## config.mk

```make
export PLATFORM = sky130hd
export DESIGN_NAME = ela_reader_flat
export DESIGN_NICKNAME = d
export VERILOG_FILES = /design/src/rtl/ela_pkg.sv /design/src/rtl/ela_reader_if.sv /design/src/rtl/ela_skid_fifo.sv /design/src/rtl/ela_reader.sv /design/src/flat_wrapper.sv
export SDC_FILE = /design/constraint.sdc
export NUM_CORES = 1
export LEC_CHECK = 0
export ABC_AREA = 1
export CAP_MARGIN = 25
export CORE_AREA = 2 2 61 86
export DETAILED_ROUTE_END_ITERATION = 8
export DIE_AREA = 0 0 63 88
export PLACE_DENSITY = 0.78
export SETUP_SLACK_MARGIN = 0.4
export SLEW_MARGIN = 10
export SYNTH_ARGS = -nofsm -noshare
export SYNTH_HDL_FRONTEND = slang
export SYNTH_SLANG_ARGS = --single-unit
```

## constraint.sdc

```tcl
create_clock -name clk -period 3.13 [get_ports clk]
set_input_delay 0.626 -clock clk [delete_from_list [all_inputs] [get_ports clk]]
set_output_delay 0.626 -clock clk [all_outputs]
set_load 0.02 [all_outputs]
```

## src/rtl/ela_pkg.sv

```systemverilog
// Shared constants, state encoding and tag helper for the ELA frame reader.
package ela_pkg;

    localparam int unsigned IMG_W     = 32;
    localparam int unsigned IMG_H     = 32;
    localparam int unsigned LAST_ADDR = 1023;
    localparam int unsigned ADDR_W    = 10;
    localparam int unsigned PIX_W     = 8;
    localparam int unsigned PTR_W     = ADDR_W + 1;
    localparam int unsigned COL_W     = 5;
    localparam int unsigned TAG_W     = 3;
    localparam int unsigned PAYLOAD_W = PIX_W + TAG_W;

    typedef enum logic [1:0] {
        StIdle,
        StRun,
        StDrain,
        StFin
    } reader_state_e;

    typedef struct packed {
        logic sol;
        logic eol;
        logic eof;
    } pix_tag_t;

    typedef struct packed {
        logic [PIX_W-1:0] data;
        pix_tag_t         tag;
    } pixel_t;

    // Row/frame markers derived from a row-major read address.
    function automatic pix_tag_t addr_tag(input logic [ADDR_W-1:0] addr);
        pix_tag_t t;
        t.sol = (addr[COL_W-1:0] == '0);
        t.eol = (addr[COL_W-1:0] == COL_W'(IMG_W - 1));
        t.eof = (addr == ADDR_W'(LAST_ADDR));
        return t;
    endfunction

endpackage

```

## src/rtl/ela_reader_if.sv

```systemverilog
// Frame-reader bus: start/done control, memory read port and tagged pixel stream.
interface ela_reader_if;
    import ela_pkg::*;

    logic              start;
    logic [ADDR_W-1:0] addr;
    logic              ren;
    logic [PIX_W-1:0]  data_rd;
    logic              out_valid;
    logic              out_ready;
    logic [PIX_W-1:0]  out_data;
    logic              out_sol;
    logic              out_eol;
    logic              out_eof;
    logic              busy;
    logic              done;

    modport master (
        input  start,
        input  data_rd,
        input  out_ready,
        output addr,
        output ren,
        output out_valid,
        output out_data,
        output out_sol,
        output out_eol,
        output out_eof,
        output busy,
        output done
    );

    modport slave (
        output start,
        output data_rd,
        output out_ready,
        input  addr,
        input  ren,
        input  out_valid,
        input  out_data,
        input  out_sol,
        input  out_eol,
        input  out_eof,
        input  busy,
        input  done
    );

endinterface

```

## src/rtl/ela_skid_fifo.sv

```systemverilog
// Two-entry FIFO holding pixels plus tags between the memory return path and the stream.
module ela_skid_fifo
    import ela_pkg::*;
#(
    parameter int unsigned Width = PAYLOAD_W
) (
    input  logic             clk,
    input  logic             rst,
    input  logic             push,
    input  logic             pop,
    input  logic [Width-1:0] din,
    output logic [Width-1:0] dout,
    output logic [1:0]       count,
    output logic             full,
    output logic             empty
);

    logic [Width-1:0] mem_q [2];
    logic             wr_ptr_q;
    logic             rd_ptr_q;
    logic [1:0]       count_q;
    logic             do_push;
    logic             do_pop;

    assign empty  = (count_q == 2'd0);
    assign full   = (count_q == 2'd2);
    assign do_pop = pop && !empty;
    // A full FIFO still accepts a push when the head leaves in the same cycle.
    assign do_push = push && (!full || do_pop);

    always_ff @(posedge clk or posedge rst) begin
        if (rst) begin
            mem_q[0] <= '0;
            mem_q[1] <= '0;
            wr_ptr_q <= 1'b0;
            rd_ptr_q <= 1'b0;
            count_q  <= 2'd0;
        end else begin
            if (do_push) begin
                mem_q[wr_ptr_q] <= din;
                wr_ptr_q        <= !wr_ptr_q;
            end
            if (do_pop) begin
                rd_ptr_q <= !rd_ptr_q;
            end
            count_q <= count_q + 2'(do_push) - 2'(do_pop);
        end
    end

    assign dout  = mem_q[rd_ptr_q];
    assign count = count_q;

endmodule

```

## src/rtl/ela_reader.sv

```systemverilog
// Streams a 32x32 frame out of a read-latency-1 memory as a tagged valid/ready
// pixel stream, keeping at most two pixels stored or in flight.
module ela_reader
    import ela_pkg::*;
(
    input logic          clk,
    input logic          rst,
    ela_reader_if.master bus
);

    localparam logic [PTR_W-1:0] LAST_PTR = PTR_W'(LAST_ADDR);

    reader_state_e    state_q;
    logic [PTR_W-1:0] ptr_q;
    logic             inflight_q;
    pix_tag_t         inflight_tag_q;
    logic             busy_q;
    logic             done_q;

    logic       fifo_full;
    logic       fifo_empty;
    logic [1:0] fifo_count;
    logic       pop;
    logic       issue;
    logic [2:0] occupancy;
    pixel_t     fifo_din;
    pixel_t     head;
    logic       unused_fifo_full;

    assign pop = !fifo_empty && bus.out_ready;
    // Slots committed after this edge: stored pixels plus the returning read, minus a pop.
    assign occupancy = 3'(fifo_count) + 3'(inflight_q) - 3'(pop);
    assign issue     = (state_q == StRun) && (ptr_q <= LAST_PTR) && (occupancy < 3'd2);
    assign fifo_din  = '{data: bus.data_rd, tag: inflight_tag_q};
    assign unused_fifo_full = fifo_full;

    always_ff @(posedge clk or posedge rst) begin
        if (rst) begin
            state_q        <= StIdle;
            ptr_q          <= '0;
            inflight_q     <= 1'b0;
            inflight_tag_q <= '0;
            busy_q         <= 1'b0;
            done_q         <= 1'b0;
        end else begin
            inflight_q <= issue;
            if (issue) begin
                inflight_tag_q <= addr_tag(ptr_q[ADDR_W-1:0]);
            end
            unique case (state_q)
                StIdle: begin
                    if (bus.start) begin
                        state_q <= StRun;
                        ptr_q   <= '0;
                        busy_q  <= 1'b1;
                    end
                end
                StRun: begin
                    if (issue) begin
                        ptr_q <= ptr_q + PTR_W'(1);
                        if (ptr_q == LAST_PTR) begin
                            state_q <= StDrain;
                        end
                    end
                end
                StDrain: begin
                    if (pop && head.tag.eof) begin
                        state_q <= StFin;
                        busy_q  <= 1'b0;
                        done_q  <= 1'b1;
                    end
                end
                StFin: begin
                    // Level-sensitive start: wait for it to drop before rearming.
                    if (!bus.start) begin
                        state_q <= StIdle;
                        done_q  <= 1'b0;
                    end
                end
                default: begin
                    state_q <= StIdle;
                end
            endcase
        end
    end

    ela_skid_fifo #(
        .Width(PAYLOAD_W)
    ) u_fifo (
        .clk  (clk),
        .rst  (rst),
        .push (inflight_q),
        .pop  (pop),
        .din  (fifo_din),
        .dout (head),
        .count(fifo_count),
        .full (fifo_full),
        .empty(fifo_empty)
    );

    assign bus.ren       = issue;
    assign bus.addr      = ptr_q[ADDR_W-1:0];
    assign bus.out_valid = !fifo_empty;
    assign bus.out_data  = head.data;
    assign bus.out_sol   = head.tag.sol;
    assign bus.out_eol   = head.tag.eol;
    assign bus.out_eof   = head.tag.eof;
    assign bus.busy      = busy_q;
    assign bus.done      = done_q;

endmodule

```

## src/flat_wrapper.sv

```systemverilog
// flat-port wrapper written by rule: the top's interface ports become plain ports
module ela_reader_flat import ela_pkg::*;
  (clk, rst, bus_start, bus_data_rd, bus_out_ready, bus_addr, bus_ren, bus_out_valid, bus_out_data, bus_out_sol, bus_out_eol, bus_out_eof, bus_busy, bus_done);
  ela_reader_if bus_i ();
  input logic clk;
  input logic rst;
  input wire logic [$bits(bus_i.start)-1:0] bus_start;
  input wire logic [$bits(bus_i.data_rd)-1:0] bus_data_rd;
  input wire logic [$bits(bus_i.out_ready)-1:0] bus_out_ready;
  output wire logic [$bits(bus_i.addr)-1:0] bus_addr;
  output wire logic [$bits(bus_i.ren)-1:0] bus_ren;
  output wire logic [$bits(bus_i.out_valid)-1:0] bus_out_valid;
  output wire logic [$bits(bus_i.out_data)-1:0] bus_out_data;
  output wire logic [$bits(bus_i.out_sol)-1:0] bus_out_sol;
  output wire logic [$bits(bus_i.out_eol)-1:0] bus_out_eol;
  output wire logic [$bits(bus_i.out_eof)-1:0] bus_out_eof;
  output wire logic [$bits(bus_i.busy)-1:0] bus_busy;
  output wire logic [$bits(bus_i.done)-1:0] bus_done;
  assign bus_i.start = bus_start;
  assign bus_i.data_rd = bus_data_rd;
  assign bus_i.out_ready = bus_out_ready;
  assign bus_addr = bus_i.addr;
  assign bus_ren = bus_i.ren;
  assign bus_out_valid = bus_i.out_valid;
  assign bus_out_data = bus_i.out_data;
  assign bus_out_sol = bus_i.out_sol;
  assign bus_out_eol = bus_i.out_eol;
  assign bus_out_eof = bus_i.out_eof;
  assign bus_busy = bus_i.busy;
  assign bus_done = bus_i.done;
  ela_reader u_core (.clk(clk), .rst(rst), .bus(bus_i));
endmodule
```

[After elaboration in Yosys (flattened, before gate mapping)]
Index checks and enable logic that the tools add are counted.
Cells by class
  add/subtract/negate cells: 5
  $lt $le $gt $ge: 5
  equality and inequality tests: 12
  muxes and demuxes: 21
  bitwise operators: 2
  reductions and logical operators: 22
Operators with widths (count)
  2-to-1 mux 11 bit: 6
  bitwise mux 22 bit: 1
  case mux 11 bit (2 select lines): 1
  adder 11 x 1 -> 11 bit, second input constant: 1
  demux 11 bit (select 1 bit): 1
  equality test 11 x 10 -> 1 bit, second input constant: 1
  <= comparator 11 x 10 -> 1 bit, second input constant: 1
  equality test 10 bit, second input constant: 1
  2-to-1 mux 2 bit: 5
  AND reduction 3 bit: 3
  case mux 2 bit (4 select lines): 1
  logical AND 1 bit: 7
  equality test 2 bit, second input constant: 3
  inequality test 2 bit, second input constant: 3
  nonzero test 2 bit: 3
  equality test 5 bit, second input constant: 1
  zero test 5 bit: 1
  AND reduction 5 bit: 1
  greater-or-equal comparator 2 bit, second input constant: 2
  zero test 1 bit: 4
  zero test 2 bit: 2
  2-to-1 mux 1 bit: 4
  inequality test 2 x 1 -> 1 bit, second input constant: 2
  inverter 1 -> 2 bit: 2
  9 further kinds: 10
Storage, ports and cells
  flip-flop bits (word level): 45
  input port bits: 12

[Depth between registers and ports, before layout]
  depth in word-level cells: 8
  mapped depth: 13

[By module]
A second synthesis with hierarchy kept.
Unflattened totals
  cells, all modules: 345
  area, all modules: 2638.8 µm²
Modules (own cells, without submodules)
  ela_reader: instances 1, cells an instance 184, area an instance 1350.0 µm²
  ela_skid_fifo: instances 1, cells an instance 161, area an instance 1288.7 µm²

[Worst setup path before layout]
OpenSTA, ideal clock, no wires.
  kind: input -> output
  start: input bus_out_ready
  end: output bus_ren
  arrival: 2.411 ns
  setup slack: 0.093 ns
  stages on the path: 9
  path through: inv_1 -> a21oi_1 -> ha_1 -> or2_2 -> fa_1 -> nand3_1 -> nor3b_2 -> nand2_4 -> inv_1
Between the ends
  word-level cells in the longest chain between the ends: 4
RTL lines
  start, declared: RTL line flat_wrapper.sv:9  | input wire logic [$bits(bus_i.out_ready)-1:0] bus_out_ready;
  logical AND 1 bit: RTL line ela_reader.sv:30  | assign pop = !fifo_empty && bus.out_ready;
  subtractor 3 x 1 -> 3 bit: RTL line ela_reader.sv:32  | assign occupancy = 3'(fifo_count) + 3'(inflight_q) - 3'(pop);
  < comparator 3 x 2 -> 1 bit: RTL line ela_reader.sv:33  | assign issue = (state_q == StRun) && (ptr_q <= LAST_PTR) && (occupancy < 3'd2);
  logical AND 1 bit: RTL line ela_reader.sv:33
  end, declared: RTL line flat_wrapper.sv:11  | output wire logic [$bits(bus_i.ren)-1:0] bus_ren;
No other way between the ends.

[Final worst setup path]
  start: register u_core.u_fifo.count_q[1] (netlist: u_core.u_fifo.count[1])
  end: output bus_ren
Between the ends
  word-level cells in the longest chain between the ends: 6
  elaborated cells on any way between the ends: 7
  those cells by class: add/sub (2); order compare (1); reduce/logical (4)
RTL lines
  start, declared: RTL line ela_skid_fifo.sv:21  | logic [1:0] count_q;
  start signal, assigned: RTL line ela_skid_fifo.sv:46  | count_q <= count_q + 2'(do_push) - 2'(do_pop);
  branches (longest 3 deep; another with adder 2 x 1 -> 3 bit)
  subtractor 3 x 1 -> 3 bit (*): RTL line ela_reader.sv:32
  < comparator 3 x 2 -> 1 bit (*): RTL line ela_reader.sv:33
  logical AND 1 bit (*): RTL line ela_reader.sv:33
Mark *: on every way between the ends.

==> results.py <==
metrics = {
    "run_status": {
        "status": "finished, final reports clean",
    },
    "critical_path": {
        "r2r_slack_ns": 0.56,
        "critical_path_class": "flop to output pin",
        "crit_family": "adder cells",
        "cpPeakStageDelay_ns": 0.51,
        "r2r_end": "u_core.ptr_q[4]",
        "r2r_start": "u_core.u_fifo.count[1]",
        "reg2reg_depth": 13,
        "startpoint": "u_core.u_fifo.count[1]",
        "crit_buf_inv": 3,
        "path_depth": 10,
        "cp-start-kind": "flop",
        "crit_fanout": 2,
        "cp.arrival_ns": 2.43,
        "crit_slowest_cell": "fa_1",
        "path_cells": "inv_2 -> a21oi_2 -> ha_1 -> or2_4 -> fa_1 -> nand3_2 -> nor3b_4 -> nand2_4 -> clkinvlp_4 -> buf_6",
        "required_ns": 2.50,
        "crit_end": "bus_ren",
        "cp-end-kind": "output pin",
    },
    "die": {
        "die_h_um": 88,
        "num_rows": 30,
        "die-width_um": 63,
        "core_um2": 4770,
        "io_pins": 37,
        "start_util": 0.526,
        "die_area_um2": 5540,
    },
    "timing": {
        "rsz0062_at_grt": "yes",
        "maxSlewViolCount": 0,
        "max_slew_margin": 0.517,
        "period_share": 0.975,
        "finalHoldViolCount": 0,
        "tightest_slew_ns": 0.722,
        "setup_viol": 0,
        "fmax_ghz": 0.328,
        "fin_skew_ns": 0.00372,
        "fin_setup_tns_ns": 0,
        "post-route-min-period_ns": 3.05,
    },
    "clocking": {
        "cts_buffer_depth": 2,
        "root_buffer": "clkbuf_8",
        "numCtsBuffers": 5,
        "clock-sinks": 45,
        "clk_pin_slew_worst_paths_ns": 0.08,
        "worstSkewPairLatency_ns": 0.29,
        "cts_tree": "built",
        "cts_htree_levels": 2,
    },
    "placement": {
        "io_buffer_count": 36,
        "gp_congestion": 0.835,
        "place_inst": 418,
        "post-dp-hpwl_mm": 3.59,
    },
    "finish": {
        "syn_to_final_growth_pct": 22.8,
        "drive_gt1_frac": 0.117,
        "final_nets": 390,
        "fill_cells": 422,
        "antenna_cells": 0,
        "fin_cells": 431,
    },
    "synth": {
        "async_flop_share": 1.00,
        "synth-xor-area-share": 0.0210,
        "synth_compound_area_frac": 0.0619,
        "synth_cells": 327,
        "synth_seq_cells": 45,
        "syn_area_um2": 2510,
        "synth-simple-area-share": 0.302,
        "synth_cell_type_count": 33,
        "syn_area_per_cell_um2": 7.67,
        "synth_edf_count": 0,
        "synth_mux_area_frac": 0,
        "synth-adder-area-share": 0.0579,
        "ys_seq_area_frac": 0.449,
        "synth_nets": 350,
        "ys.flop_type": "dfrtp_1",
        "synth_warnings": 0,
        "synth_top_family_by_area": "simple AND/OR/NAND/NOR gates",
    },
    "global_routing": {
        "grt_pass1_vias": 2074,
        "track_usage": 0.202,
        "gr-total-overflow": 0,
        "grt_pass1_wl_mm": 8.89,
        "antenna_found_initial": 0,
        "grt_max_degree": 46,
    },
    "power_and_ir_drop": {
        "switchingPower_mw": 1.12,
        "p_leak_nw": 1.56,
        "seqPwrFrac": 0.324,
        "comb_power_share": 0.524,
        "vdd_drop_max_mv": 0.378,
        "power.internal_mw": 1.64,
        "pwr-share-clk": 0.152,
        "switching_share": 0.407,
        "total_power_mw": 2.76,
        "cellPowerDensity_nw_per_um2": 896,
    },
    "routing": {
        "ant_nets": 0,
        "post_drt_via_cell_ratio": 4.85,
        "firstDrtPassIters": 4,
        "drc": 0,
        "wl_mm": 5.01,
        "drt_iter0_drc": 132,
        "dr_total_vias": 2090,
        "wire_per_inst_um": 11.6,
    },
    "run": {
        "drv_cap": 0,
    },
    "min_path": {
        "hp-class": "flop to flop",
    },
}
## cells in the mapped netlist (3+ instances only)
| library cell | number | area [um2] |
|---|---|---|
| nand2_1 | 118 | 443 |
| dfrtp_1 | 45 | 1130 |
| inv_1 | 37 | 139 |
| nand3_1 | 21 | 105 |
| nor2_1 | 19 | 71.3 |
| o21ai_0 | 18 | 90.1 |
| buf_4 | 11 | 82.6 |
| ha_1 | 10 | 125 |
| o21ai_1 | 8 | 40.0 |
| clkbuf_1 | 6 | 22.5 |
| xor2_1 | 5 | 43.8 |
| nand2_2 | 3 | 18.8 |
| nand4_1 | 3 | 18.8 |
## worst register-to-register path, stage by stage (launching register included)
cell and delay, ns:
dfrtp_1 0.39, inv_2 0.07, a21oi_2 0.06, ha_1 0.28, or2_4 0.23, fa_1 0.51
nand3_2 0.09, nor3b_4 0.25, nand2_4 0.08, buf_4 0.15, nand2_4 0.05, buf_4 0.17
nand3_1 0.09, nand2_1 0.09
## placed cells by master (no fill, tap or decap), types with 2 or more instances in the layout
cell,instances
inv_2,3
nand3_2,2
clkdlybuf4s50_1,34
nor2_1,19
buf_6,2
nand2_4,2
nor2_2,2
ha_1,10
buf_4,17
clkinv_1,2
nand4_1,3
dfrtp_1,45
o21ai_1,8
o21ai_0,18
nand3_1,20
inv_1,33
nand2_1,118
xor2_1,5
clkbuf_8,5
nand2_2,3
## flip-flops by register name, summed over array words and instances, names as in the netlist
signal,count
u_core.u_fifo.rd_ptr_q,1
u_core.fifo_din,3
u_core.ptr_q,11
u_core.bus.busy,1
u_core.u_fifo.count,2
u_core.inflight_q,1
u_core.u_fifo.mem_q,22
u_core.u_fifo.wr_ptr_q,1
u_core.state_q,2
u_core.bus.done,1
## worst min path at each step
stage                                        from                 endpoint  slack, ns  depth (start not counted)
after floorplan                u_core.fifo_din[0]       u_core.fifo_din[0]       0.45                          2
after global placement    u_core.u_fifo.mem_q[12]  u_core.u_fifo.mem_q[12]       0.47                          2
after detailed placement  u_core.u_fifo.mem_q[10]  u_core.u_fifo.mem_q[10]       0.47                          2
after CTS                 u_core.u_fifo.mem_q[10]  u_core.u_fifo.mem_q[10]       0.49                          2
after global routing      u_core.u_fifo.mem_q[16]  u_core.u_fifo.mem_q[16]       0.51                          2
final                     u_core.u_fifo.mem_q[10]  u_core.u_fifo.mem_q[10]       0.49                          2
## metrics by stage
step / instance area, um2 / worst slack (ns) / hold WS [ns] / utilization
final: 3080 / 0.0779 / 0.489 / 0.646
after global routing: 3080 / -0.0455 / 0.511 / 0.646
after CTS: 3040 / -0.0178 / 0.493 / 0.639
after detailed placement: 2920 / -0.822 / 0.473 / 0.612
after global placement: 2920 / -0.804 / 0.466 / 0.612
after floorplan: 2520 / 0.234 / 0.453 / -
## power by group through the flow
stage          clock (mW)  sequential (mW)  combinational (mW)
2_1_floorplan           0            0.898               0.921
5_1_grt             0.456            0.920                1.63
3_5_place_dp            0            0.902                1.38
3_3_place_gp            0            0.895                1.35
4_1_cts             0.430            0.892                1.41
6_report            0.420            0.893                1.44
## area by class of cell
class                      count  area [um2]  area share
timing repair buffer          53         490       0.159
sequential                    45        1130       0.366
clock buffer                   5        68.8      0.0224
multi-input combinational    223        1130       0.366
tap                           64        80.1      0.0260
clock inverter                 2        35.0      0.0114
inverter                      39         150      0.0488
## logic make-up (layout without fill, tap and decap cells)
kind of cell,count (synthesis),in the layout
simple gates,176,176
buf+inv,59,99
flops,45,45
compound gates,30,30
fa+ha+maj,11,11
xor+xnor,6,6
## routing by layer
metal / share of wire / GRT usage
met1: 0.41 / 0.217
met5: 0 / 0
met3: 0.040 / 0.0398
met4: 0.017 / 0.0687
met2: 0.53 / 0.391
## timing repair
item	4_1_cts	5_1_grt
gates resized for setup	12	2
pin swaps	6	7
setup buffers	3	3
endpoints found under the setup margin	17	12
hold buffers	0	0
No activity file was read; power rests on OpenSTA's default activity.
